File: src/rtl/guarda_campo_pkg.sv
// ============================================================================
//  Module      : guarda_campo_pkg
//  Description : Shared definitions for the clock/calendar field commit path.
//                Holds the field indices, RTC register addresses, packed-BCD
//                field limits and the sequencer state type. The BCD editor
//                also uses the field and limit constants.
//  Revision    : 1.0 - initial release
// ============================================================================
`default_nettype none

package guarda_campo_pkg;

    // Field indices, as presented on the editor's field select
    localparam logic [3:0] CAMPO_SEG   = 4'd1;
    localparam logic [3:0] CAMPO_MIN   = 4'd2;
    localparam logic [3:0] CAMPO_HORA  = 4'd3;
    localparam logic [3:0] CAMPO_DIA   = 4'd4;
    localparam logic [3:0] CAMPO_MES   = 4'd5;
    localparam logic [3:0] CAMPO_ANIO  = 4'd6;
    localparam logic [3:0] CAMPO_THORA = 4'd7;
    localparam logic [3:0] CAMPO_TMIN  = 4'd8;
    localparam logic [3:0] CAMPO_TSEG  = 4'd9;

    localparam int NUM_CAMPOS = 9;

    // RTC register addresses
    localparam logic [7:0] ADDR_SEG   = 8'h00;
    localparam logic [7:0] ADDR_MIN   = 8'h01;
    localparam logic [7:0] ADDR_HORA  = 8'h02;
    localparam logic [7:0] ADDR_DIA   = 8'h04;
    localparam logic [7:0] ADDR_MES   = 8'h05;
    localparam logic [7:0] ADDR_ANIO  = 8'h06;
    localparam logic [7:0] ADDR_THORA = 8'h42;
    localparam logic [7:0] ADDR_TMIN  = 8'h41;
    localparam logic [7:0] ADDR_TSEG  = 8'h40;

    // Upper limits, packed BCD
    localparam logic [7:0] LIM_SEG   = 8'h59;
    localparam logic [7:0] LIM_MIN   = 8'h59;
    localparam logic [7:0] LIM_HORA  = 8'h23;
    localparam logic [7:0] LIM_DIA   = 8'h31;
    localparam logic [7:0] LIM_MES   = 8'h12;
    localparam logic [7:0] LIM_ANIO  = 8'h99;
    localparam logic [7:0] LIM_THORA = 8'h23;
    localparam logic [7:0] LIM_TMIN  = 8'h59;
    localparam logic [7:0] LIM_TSEG  = 8'h59;

    typedef enum logic [2:0] {
        ST_IDLE  = 3'd0,
        ST_CHECK = 3'd1,
        ST_REQ   = 3'd2,
        ST_DONE  = 3'd3,
        ST_ERR   = 3'd4
    } estado_t;

    function automatic logic campo_valido(input logic [3:0] campo);
        return (campo >= CAMPO_SEG) && (campo <= CAMPO_TSEG);
    endfunction

    function automatic logic [7:0] campo_addr(input logic [3:0] campo);
        logic [7:0] a;
        case (campo)
            CAMPO_SEG:   a = ADDR_SEG;
            CAMPO_MIN:   a = ADDR_MIN;
            CAMPO_HORA:  a = ADDR_HORA;
            CAMPO_DIA:   a = ADDR_DIA;
            CAMPO_MES:   a = ADDR_MES;
            CAMPO_ANIO:  a = ADDR_ANIO;
            CAMPO_THORA: a = ADDR_THORA;
            CAMPO_TMIN:  a = ADDR_TMIN;
            CAMPO_TSEG:  a = ADDR_TSEG;
            default:     a = 8'h00;
        endcase
        return a;
    endfunction

    function automatic logic [7:0] campo_limite(input logic [3:0] campo);
        logic [7:0] l;
        case (campo)
            CAMPO_SEG:   l = LIM_SEG;
            CAMPO_MIN:   l = LIM_MIN;
            CAMPO_HORA:  l = LIM_HORA;
            CAMPO_DIA:   l = LIM_DIA;
            CAMPO_MES:   l = LIM_MES;
            CAMPO_ANIO:  l = LIM_ANIO;
            CAMPO_THORA: l = LIM_THORA;
            CAMPO_TMIN:  l = LIM_TMIN;
            CAMPO_TSEG:  l = LIM_TSEG;
            default:     l = 8'h00;
        endcase
        return l;
    endfunction

endpackage

`default_nettype wire

File: src/rtl/guarda_campo_if.sv
// ============================================================================
//  Module      : guarda_campo_if
//  Description : RTC register-bus write port (req/ack handshake).
//                  wr_req_o  master->slave  write request, held until ack
//                  addr_o    master->slave  register address
//                  dato_o    master->slave  BCD data
//                  wr_ack_i  slave->master  write acknowledge
//  Revision    : 1.0 - initial release
// ============================================================================
`default_nettype none

interface guarda_campo_if;
    logic       wr_req_o;
    logic [7:0] addr_o;
    logic [7:0] dato_o;
    logic       wr_ack_i;

    modport master (
        output wr_req_o,
        output addr_o,
        output dato_o,
        input  wr_ack_i
    );

    modport slave (
        input  wr_req_o,
        input  addr_o,
        input  dato_o,
        output wr_ack_i
    );
endinterface

`default_nettype wire

File: src/rtl/guarda_campo_valida_bcd.sv
// ============================================================================
//  Module      : valida_bcd
//  Description : Combinational field/value check for the commit sequencer.
//                Maps the field to its RTC address and decides whether the
//                commit may proceed. With GUARDA_VALIDA_EN defined the value
//                itself is checked (BCD digits, field limit, non-zero day and
//                month); otherwise only the field select is checked.
//  Ports       : campo_i  field select (1..9 valid)
//                valor_i  packed BCD value
//                addr_o   RTC register address (0x00 for invalid select)
//                dato_o   value to write
//                ok_o     commit accepted
//  Revision    : 1.0 - initial release
// ============================================================================
`default_nettype none

module valida_bcd
    import guarda_campo_pkg::*;
(
    input  wire logic [3:0] campo_i,
    input  wire logic [7:0] valor_i,
    output logic      [7:0] addr_o,
    output logic      [7:0] dato_o,
    output logic            ok_o
);

    logic w_sel_ok;

    always_comb begin
        w_sel_ok = campo_valido(campo_i);
        addr_o   = campo_addr(campo_i);
        dato_o   = valor_i;
    end

`ifdef GUARDA_VALIDA_EN
    logic w_nib_ok;
    logic w_rng_ok;
    logic w_cero_ok;

    always_comb begin
        w_nib_ok  = (valor_i[7:4] <= 4'd9) && (valor_i[3:0] <= 4'd9);
        // With both digits valid, packed BCD orders the same as binary,
        // so the limit test is a plain magnitude compare.
        w_rng_ok  = (valor_i <= campo_limite(campo_i));
        w_cero_ok = !(((campo_i == CAMPO_DIA) || (campo_i == CAMPO_MES)) &&
                      (valor_i == 8'h00));
        ok_o      = w_sel_ok && w_nib_ok && w_rng_ok && w_cero_ok;
    end
`else
    always_comb begin
        ok_o = w_sel_ok;
    end
`endif

endmodule

`default_nettype wire

File: src/rtl/guarda_campo.sv
// ============================================================================
//  Module      : guarda_campo
//  Description : Commit and write sequencer for the clock/calendar field
//                editor. Latches a field select and packed-BCD value on a
//                commit pulse, validates it, writes it to the RTC over a
//                req/ack bus and keeps a shadow copy of all nine fields.
//                Optional value checking is enabled by GUARDA_VALIDA_EN.
//  Ports       : clk_i      system clock
//                rst_i      asynchronous active-high reset
//                cambio     field select (1..9)
//                valor_i    packed BCD value
//                guardar_i  commit request (sampled in IDLE only)
//                bus        RTC write port (master side)
//                ocupado_o  transaction in progress
//                listo_o    one-cycle pulse, write completed
//                error_o    one-cycle pulse, rejected or timed out
//                campo_o    shadow of field 'cambio' (0x00 if invalid)
//  Revision    : 1.0 - initial release
// ============================================================================
`default_nettype none

module guarda_campo
    import guarda_campo_pkg::*;
#(
    parameter int ESPERA_MAX = 255
) (
    input  wire logic          clk_i,
    input  wire logic          rst_i,
    input  wire logic [3:0]    cambio,
    input  wire logic [7:0]    valor_i,
    input  wire logic          guardar_i,
    guarda_campo_if.master     bus,
    output logic               ocupado_o,
    output logic               listo_o,
    output logic               error_o,
    output logic [7:0]         campo_o
);

    localparam logic [7:0] C_ESPERA_MAX = 8'(ESPERA_MAX);

    estado_t    r_estado;
    logic [3:0] r_campo;
    logic [7:0] r_valor;
    logic [7:0] r_espera;
    logic       r_wr_req;
    logic [7:0] r_addr;
    logic [7:0] r_dato;
    logic       r_ocupado;
    logic       r_listo;
    logic       r_error;
    logic [7:0] r_sombra [NUM_CAMPOS];

    logic [7:0] w_addr;
    logic [7:0] w_dato;
    logic       w_ok;

    // Validation works on the latched copy so input changes after the
    // commit cannot alter the transaction.
    valida_bcd u_valida (
        .campo_i (r_campo),
        .valor_i (r_valor),
        .addr_o  (w_addr),
        .dato_o  (w_dato),
        .ok_o    (w_ok)
    );

    always_ff @(posedge clk_i or posedge rst_i) begin
        if (rst_i) begin
            r_estado  <= ST_IDLE;
            r_campo   <= 4'd0;
            r_valor   <= 8'h00;
            r_espera  <= 8'd0;
            r_wr_req  <= 1'b0;
            r_addr    <= 8'h00;
            r_dato    <= 8'h00;
            r_ocupado <= 1'b0;
            r_listo   <= 1'b0;
            r_error   <= 1'b0;
            for (int i = 0; i < NUM_CAMPOS; i++) begin
                r_sombra[i] <= 8'h00;
            end
        end else begin
            case (r_estado)
                ST_IDLE: begin
                    r_listo <= 1'b0;
                    r_error <= 1'b0;
                    if (guardar_i) begin
                        r_campo   <= cambio;
                        r_valor   <= valor_i;
                        r_ocupado <= 1'b1;
                        r_estado  <= ST_CHECK;
                    end
                end

                ST_CHECK: begin
                    if (w_ok) begin
                        r_addr   <= w_addr;
                        r_dato   <= w_dato;
                        r_wr_req <= 1'b1;
                        r_espera <= 8'd0;
                        r_estado <= ST_REQ;
                    end else begin
                        r_error  <= 1'b1;
                        r_estado <= ST_ERR;
                    end
                end

                ST_REQ: begin
                    // An ack wins over the timeout when both land together.
                    if (bus.wr_ack_i) begin
                        r_wr_req <= 1'b0;
                        r_listo  <= 1'b1;
                        for (int i = 0; i < NUM_CAMPOS; i++) begin
                            if (r_campo == 4'(i + 1)) begin
                                r_sombra[i] <= r_dato;
                            end
                        end
                        r_estado <= ST_DONE;
                    end else if (r_espera == C_ESPERA_MAX) begin
                        r_wr_req <= 1'b0;
                        r_error  <= 1'b1;
                        r_estado <= ST_ERR;
                    end else begin
                        r_espera <= r_espera + 8'd1;
                    end
                end

                ST_DONE: begin
                    r_listo   <= 1'b0;
                    r_ocupado <= 1'b0;
                    r_estado  <= ST_IDLE;
                end

                ST_ERR: begin
                    r_error   <= 1'b0;
                    r_ocupado <= 1'b0;
                    r_estado  <= ST_IDLE;
                end

                default: begin
                    r_wr_req  <= 1'b0;
                    r_listo   <= 1'b0;
                    r_error   <= 1'b0;
                    r_ocupado <= 1'b0;
                    r_estado  <= ST_IDLE;
                end
            endcase
        end
    end

    // Shadow read-back follows the live field select
    always_comb begin
        campo_o = 8'h00;
        for (int i = 0; i < NUM_CAMPOS; i++) begin
            if (cambio == 4'(i + 1)) begin
                campo_o = r_sombra[i];
            end
        end
    end

    assign bus.wr_req_o = r_wr_req;
    assign bus.addr_o   = r_addr;
    assign bus.dato_o   = r_dato;
    assign ocupado_o    = r_ocupado;
    assign listo_o      = r_listo;
    assign error_o      = r_error;

endmodule

`default_nettype wire

File: src/flat_wrapper.sv
// flat-port wrapper written by rule: the top's interface ports become plain ports
module guarda_campo_flat import guarda_campo_pkg::*;
#(
    parameter int ESPERA_MAX = 255
)
  (clk_i, rst_i, cambio, valor_i, guardar_i, ocupado_o, listo_o, error_o, campo_o, bus_wr_req_o, bus_addr_o, bus_dato_o, bus_wr_ack_i);
  guarda_campo_if bus_i ();
  input  wire logic clk_i;
  input  wire logic rst_i;
  input  wire logic [3:0] cambio;
  input  wire logic [7:0] valor_i;
  input  wire logic guardar_i;
  output logic ocupado_o;
  output logic listo_o;
  output logic error_o;
  output logic [7:0] campo_o;
  output wire logic [$bits(bus_i.wr_req_o)-1:0] bus_wr_req_o;
  output wire logic [$bits(bus_i.addr_o)-1:0] bus_addr_o;
  output wire logic [$bits(bus_i.dato_o)-1:0] bus_dato_o;
  input wire logic [$bits(bus_i.wr_ack_i)-1:0] bus_wr_ack_i;
  assign bus_wr_req_o = bus_i.wr_req_o;
  assign bus_addr_o = bus_i.addr_o;
  assign bus_dato_o = bus_i.dato_o;
  assign bus_i.wr_ack_i = bus_wr_ack_i;
  guarda_campo #(.ESPERA_MAX(ESPERA_MAX)) u_core (.clk_i(clk_i), .rst_i(rst_i), .cambio(cambio), .valor_i(valor_i), .guardar_i(guardar_i), .bus(bus_i), .ocupado_o(ocupado_o), .listo_o(listo_o), .error_o(error_o), .campo_o(campo_o));
endmodule
File: config.mk
export PLATFORM = sky130hd
export DESIGN_NAME = guarda_campo_flat
export DESIGN_NICKNAME = d
export VERILOG_FILES = /design/src/rtl/guarda_campo_pkg.sv /design/src/rtl/guarda_campo_if.sv /design/src/rtl/guarda_campo_valida_bcd.sv /design/src/rtl/guarda_campo.sv /design/src/flat_wrapper.sv
export SDC_FILE = /design/constraint.sdc
export NUM_CORES = 1
export LEC_CHECK = 0
export BUFFER_PORTS_ARGS = -buffer_cell sky130_fd_sc_hd__buf_2
export CAP_MARGIN = 20
export CELL_PAD_IN_SITES_DETAIL_PLACEMENT = 1
export CELL_PAD_IN_SITES_GLOBAL_PLACEMENT = 1
export CORE_UTILIZATION = 40
export CTS_BUF_LIST = sky130_fd_sc_hd__clkbuf_8
export DETAILED_ROUTE_END_ITERATION = 7
export PLACE_DENSITY = 0.78
export REMOVE_ABC_BUFFERS = 1
export SETUP_SLACK_MARGIN = 0.4
export SLEW_MARGIN = 20
export SYNTH_ARGS = -nofsm -noshare
export SYNTH_HDL_FRONTEND = slang
export SYNTH_SLANG_ARGS = --single-unit
File: constraint.sdc
create_clock -name clk_i -period 6.95 [get_ports clk_i]
set_input_delay 1.39 -clock clk_i [delete_from_list [all_inputs] [get_ports clk_i]]
set_output_delay 1.39 -clock clk_i [all_outputs]
set_load 0.005 [all_outputs]
# After elaboration in Yosys (flattened, before gate mapping)
# Memory sizes are Yosys's and may differ from the RTL's. A register that Yosys moved wholly into a read port is not among the register bits.
# Cells that the tools add are included.
# word_totals
reg_bits,115
mem_bits_ro,64
inputBits,16
wordCells,111
memories,1
# mem_list
memory,depth,width,rd,rd_ports_with_merged_regs,write_ports,line_no,text
(name not given),16,4,1,1,0,guarda_campo_pkg.sv:62,case (campo)
# op_classes
n_eq_ne,31
n_lt_le_gt_ge,2
muxes,30
n_bitwise,4
add_sub_neg,1
n_reduce_logical,23
# ops
operator,n
$mux W8,12
$eq A4 B3 Y1 const B,8
$reduce_and A3 Y1,10
$eq A4 B2 Y1 const B,4
$eq A4 B4 Y1 const B,4
$pmux W8 S2,1
$mux W3,4
$ne A2 B2 Y1 const B,6
$reduce_and A2 Y1,5
$pmux W3 S3,1
$add A8 B1 Y8 const B,1
$eq A4 B1 Y1 const B,2
$eq A8 B8 Y1 const B,1
$mux W1,8
$reduce_and A4 Y1,2
$eq A3 B2 Y1 const B,2
$pmux W1 S3,2
$ge A4 B1 Y1 const B,1
$le A4 B4 Y1 const B,1
$not A1 Y1,4
$pmux W1 S2,2
$reduce_or A2 Y1,2
$eq A3 B1 Y1 const B,1
$eq A3 B3 Y1 const B,1
6 further kinds,6

# Logic depth before layout (Yosys ltp)
# depth
ltp_word,10
mapped_depth,6
depth_no_buf,5

# Hierarchy
# Synthesis repeated with hierarchy kept, for this count alone.
# hier_totals
cells_unflattened,476
area_unflattened_um2,5507.8
# modules_own_cells
mod,cells_per_inst,n_inst,seq_area_each_um2,area_per_inst_um2
guarda_campo,451,1,2877.8,5323.9
valida_bcd,25,1,0.0,183.9

# Worst setup path after synthesis
# OpenSTA, ideal clock, no wires.
# synth_timing
path_kind,input to output
startpoint,input port cambio[0]
endpoint,output port campo_o[3]
cell_stages,6
required_time_ns,5.560
slack_ns,3.034
t_arrival_ns,2.526
path_buffers,2
cell_sequence,clkbuf_1 -> clkbuf_1 -> nand2_1 -> o2bb2ai_1 -> a21oi_1 -> a21o_1
# synth_via
elab_chain_len,10
# synth_rtl
item,line_no,text
start: declaration,flat_wrapper.sv:10,input wire logic [3:0] cambio;
$eq A4 B1 Y1,guarda_campo.sv:155,if (cambio == 4'(i + 1)) begin
$mux W8 (8 in a row),guarda_campo.sv:155,
$mux W8 (*),guarda_campo.sv:155,
end: declaration,flat_wrapper.sv:16,output logic [7:0] campo_o;
# Mark *: on every way between the ends. The rest lies on a longest branch, timed or not.

# Worst setup path after layout
# layout_timing
startpoint,input port cambio[0]
endpoint,output port campo_o[4]
# Same word-level chain as after synthesis.

==> metrics.txt <==
Synth Area in Compound Gates=0.113; Die W=117 um; Worst slew margin=0.327; DRT antenna net count=0; largest net degree at the start of global routing=80; CTS clk-pin slew, worst paths=approximately 0.10 ns; fraction of layout cells with a size suffix above 1=0.308; peak supply drop=120 uV; Worst path max stage delay=around 0.88 ns; clk sinks=111; Power Density=between 300 and 400 nW/um2; Setup Buffers After CTS=0; R2R setup slack=4.45 ns; grt peak-use layer=met2; die area=13600 um2; I/O Buffers=39; max-cap viol count=0; combinational family with the most area after synthesis=multiplexers; Main synth FF type=dfrtp_1; Cell Area, Synth=5270 um2; cell mode on critical path=buf_2; Synth Area in XOR/XNOR=0.00333; final setup fails=0; cts hold-fix bufs=0; Detailed Route WL=~12000 um; CTS tree=done; critical path's top delay family=simple AND/OR/NAND/NOR gates; Yosys warnings=0; Lkg Pwr=2.79 nW; adder-cell share of the synthesized area=0.00238; simple-gate share of the synthesized area=0.106; CP Data Required Time=5.56 ns; Syn Area/Cell=11.6 um2; Hold Path Class=reg -> reg; CTS resizes=0; WS Path Type=in -> out; post-DP HPWL=8460 um; Tightest Pin Transition=between 1 and 1.5 ns; Synth top area share=0.528; TritonCTS Buffers=9; routing usage on met3=0.0327; Max Root-Sink Buffers=2; commonest non-fill, non-tap cell in the layout=dfrtp_1; Final Cycle Share=0.663; met1 usage=0.273; Startpoint Class=input port; Cell Rows=41; Antenna Cells=0; area leader, netlist=dfrtp_1; EDFF count, synth=0; crit end category=output port; synth-to-layout area growth=9.39%; outcome=finished, final reports clean; commonest non-fill, non-tap cells in the layout=dfrtp_1, mux2_2, nand2_1, buf_2, o21ai_0; RSZ-0062 raised after global routing=no; first drt pass iteration count=4; Setup Skew=between 0.009 and 0.01 ns; Slowest cell on crit path=nor3b_1; I/O Pins=44; Final Net Count=492; initial antenna violation count=0; RD Place Congestion=between 0.7 and 0.8; Crit path arrival time=3.21 ns; setup TNS=0 ns; Final Max Slew Viols=0; grt met2 use=0.323; Seq/Total Area, Yosys=0.528; residual DRC count=0; root buffer selected by CTS=clkbuf_8; top post-synthesis cells by area=dfrtp_1, mux2_2, nand2_1; vias=3648; DR iter-0 viols=193; highest fanout seen on the critical path=37; Worst Path Buf+Inv=2; final hold slack=a little under 0.5 ns; Max Freq=0.217 GHz; Initial Util=0.414; clock period minus final worst setup slack=4.60 ns; first-pass GRT wire length=20500 um; Yosys reg bits=111; mux cell area share after synthesis=0.214; Post-synth ARST share=1.00; Syn Inst Count=455; GR Util All Layers=0.202; Fin. Hold Viols=0; vias in the first global route=3805; CP Cell Sequence=buf_2 > nor3b_1 > a22oi_1 > o21ai_0 > a21o_1 > buf_2; Skew-Pair Late Insertion Delay=0.39 ns; Die Height=between 100 and 150 um; gr ovfl total=0; Netlist cell types=48; vias per cell=5.60; CORE AREA=roughly 13000 um2; drt wl/cell=19.0 um; H-tree level count=3
per-layer routing:
metal	up-vias	share of wire
li1	1679	-
met1	1886	0.47
met2	63	0.48
met3	20	0.026
met4	0	0.024
met5	-	0
worst min-delay path, stage by stage (launching register included):
cell and delay, ns:
dfrtp_1 0.36, nand2_1 0.06, nand2_1 0.05
path summary, 6_finish.rpt:
path | startpoint | end | cells after the start
worst min register to register | u_core.r_valor[0]$_DFFE_PP0P_ | u_core.bus.dato_o[0]$_DFFE_PP0N_ | 2
worst min-delay path | u_core.r_valor[0]$_DFFE_PP0P_ | u_core.bus.dato_o[0]$_DFFE_PP0N_ | 2
max in group asynchronous | rst_i | u_core.r_espera[1]$_DFFE_PP0P_ | 3
worst max-delay path | cambio[0] | campo_o[4] | 6
worst max register to register | u_core.r_estado[0]$_DFFE_PP0P_ | u_core.r_sombra[51]$_DFFE_PP0P_ | 4
min in group asynchronous | rst_i | u_core.r_sombra[13]$_DFFE_PP0P_ | 2
cell usage after synthesis (6+ instances only):
cell type,count
nand3_1,8
mux2i_1,17
a22oi_1,7
clkbuf_1,23
o21ai_0,20
o22ai_1,8
a21o_1,7
mux2_2,85
a21oi_1,17
dfrtp_1,111
nor3_1,7
nand2_1,51
nor2_1,6
o2bb2ai_1,6
o31ai_1,7
where the power goes:
part	total [mW]	internal (mW)	leakage, nW	switching (mW)
clock network	0.432	0.205	0.117	0.227
registers	1.16	0.904	1.48	0.260
logic	0.602	0.331	1.19	0.271
state kept, by name, summed over array words and instances (netlist names):
name	flops
u_core.r_sombra	72
u_core.bus.dato_o	8
u_core.r_espera	8
u_core.r_valor	8
u_core.bus.addr_o	4
u_core.r_campo	4
u_core.r_estado	3
u_core.bus.wr_req_o	1
u_core.error_o	1
u_core.listo_o	1
u_core.ocupado_o	1
area by class of cell:
type	count	area, um2
clock buffers	9	124
clock inverters	7	93.8
fillers	1413	6960
inverters	4	17.5
multi-input cells	308	2320
flip-flops and latches	111	2780
well taps	172	215
repair buffers	41	210
kinds of logic (layout without fill, tap and decap cells):
family,Yosys count,after routing
other,1,4
muxes,102,102
AOI/OAI and AO/OA,91,91
adders and majority gates,1,1
DFF,111,111
and+or+nand+nor,108,108
xor gates and xnor gates,2,2
buffers and inverters,39,61
metrics by stage:
stage / power, mW / util / cells / setup WS, ns / area (um2)
floorplan: 1.53 / - / 423 / 2.63 / 5110
global placement: 1.73 / 0.436 / 636 / 2.53 / 5540
detailed placement: 1.79 / 0.436 / 636 / 2.42 / 5540
CTS: 2.22 / 0.453 / 652 / 2.41 / 5760
global route: 2.36 / 0.453 / 652 / 2.24 / 5760
finish: 2.20 / 0.453 / 652 / 2.35 / 5760
Note: power is estimated with default switching activity, not from simulation.
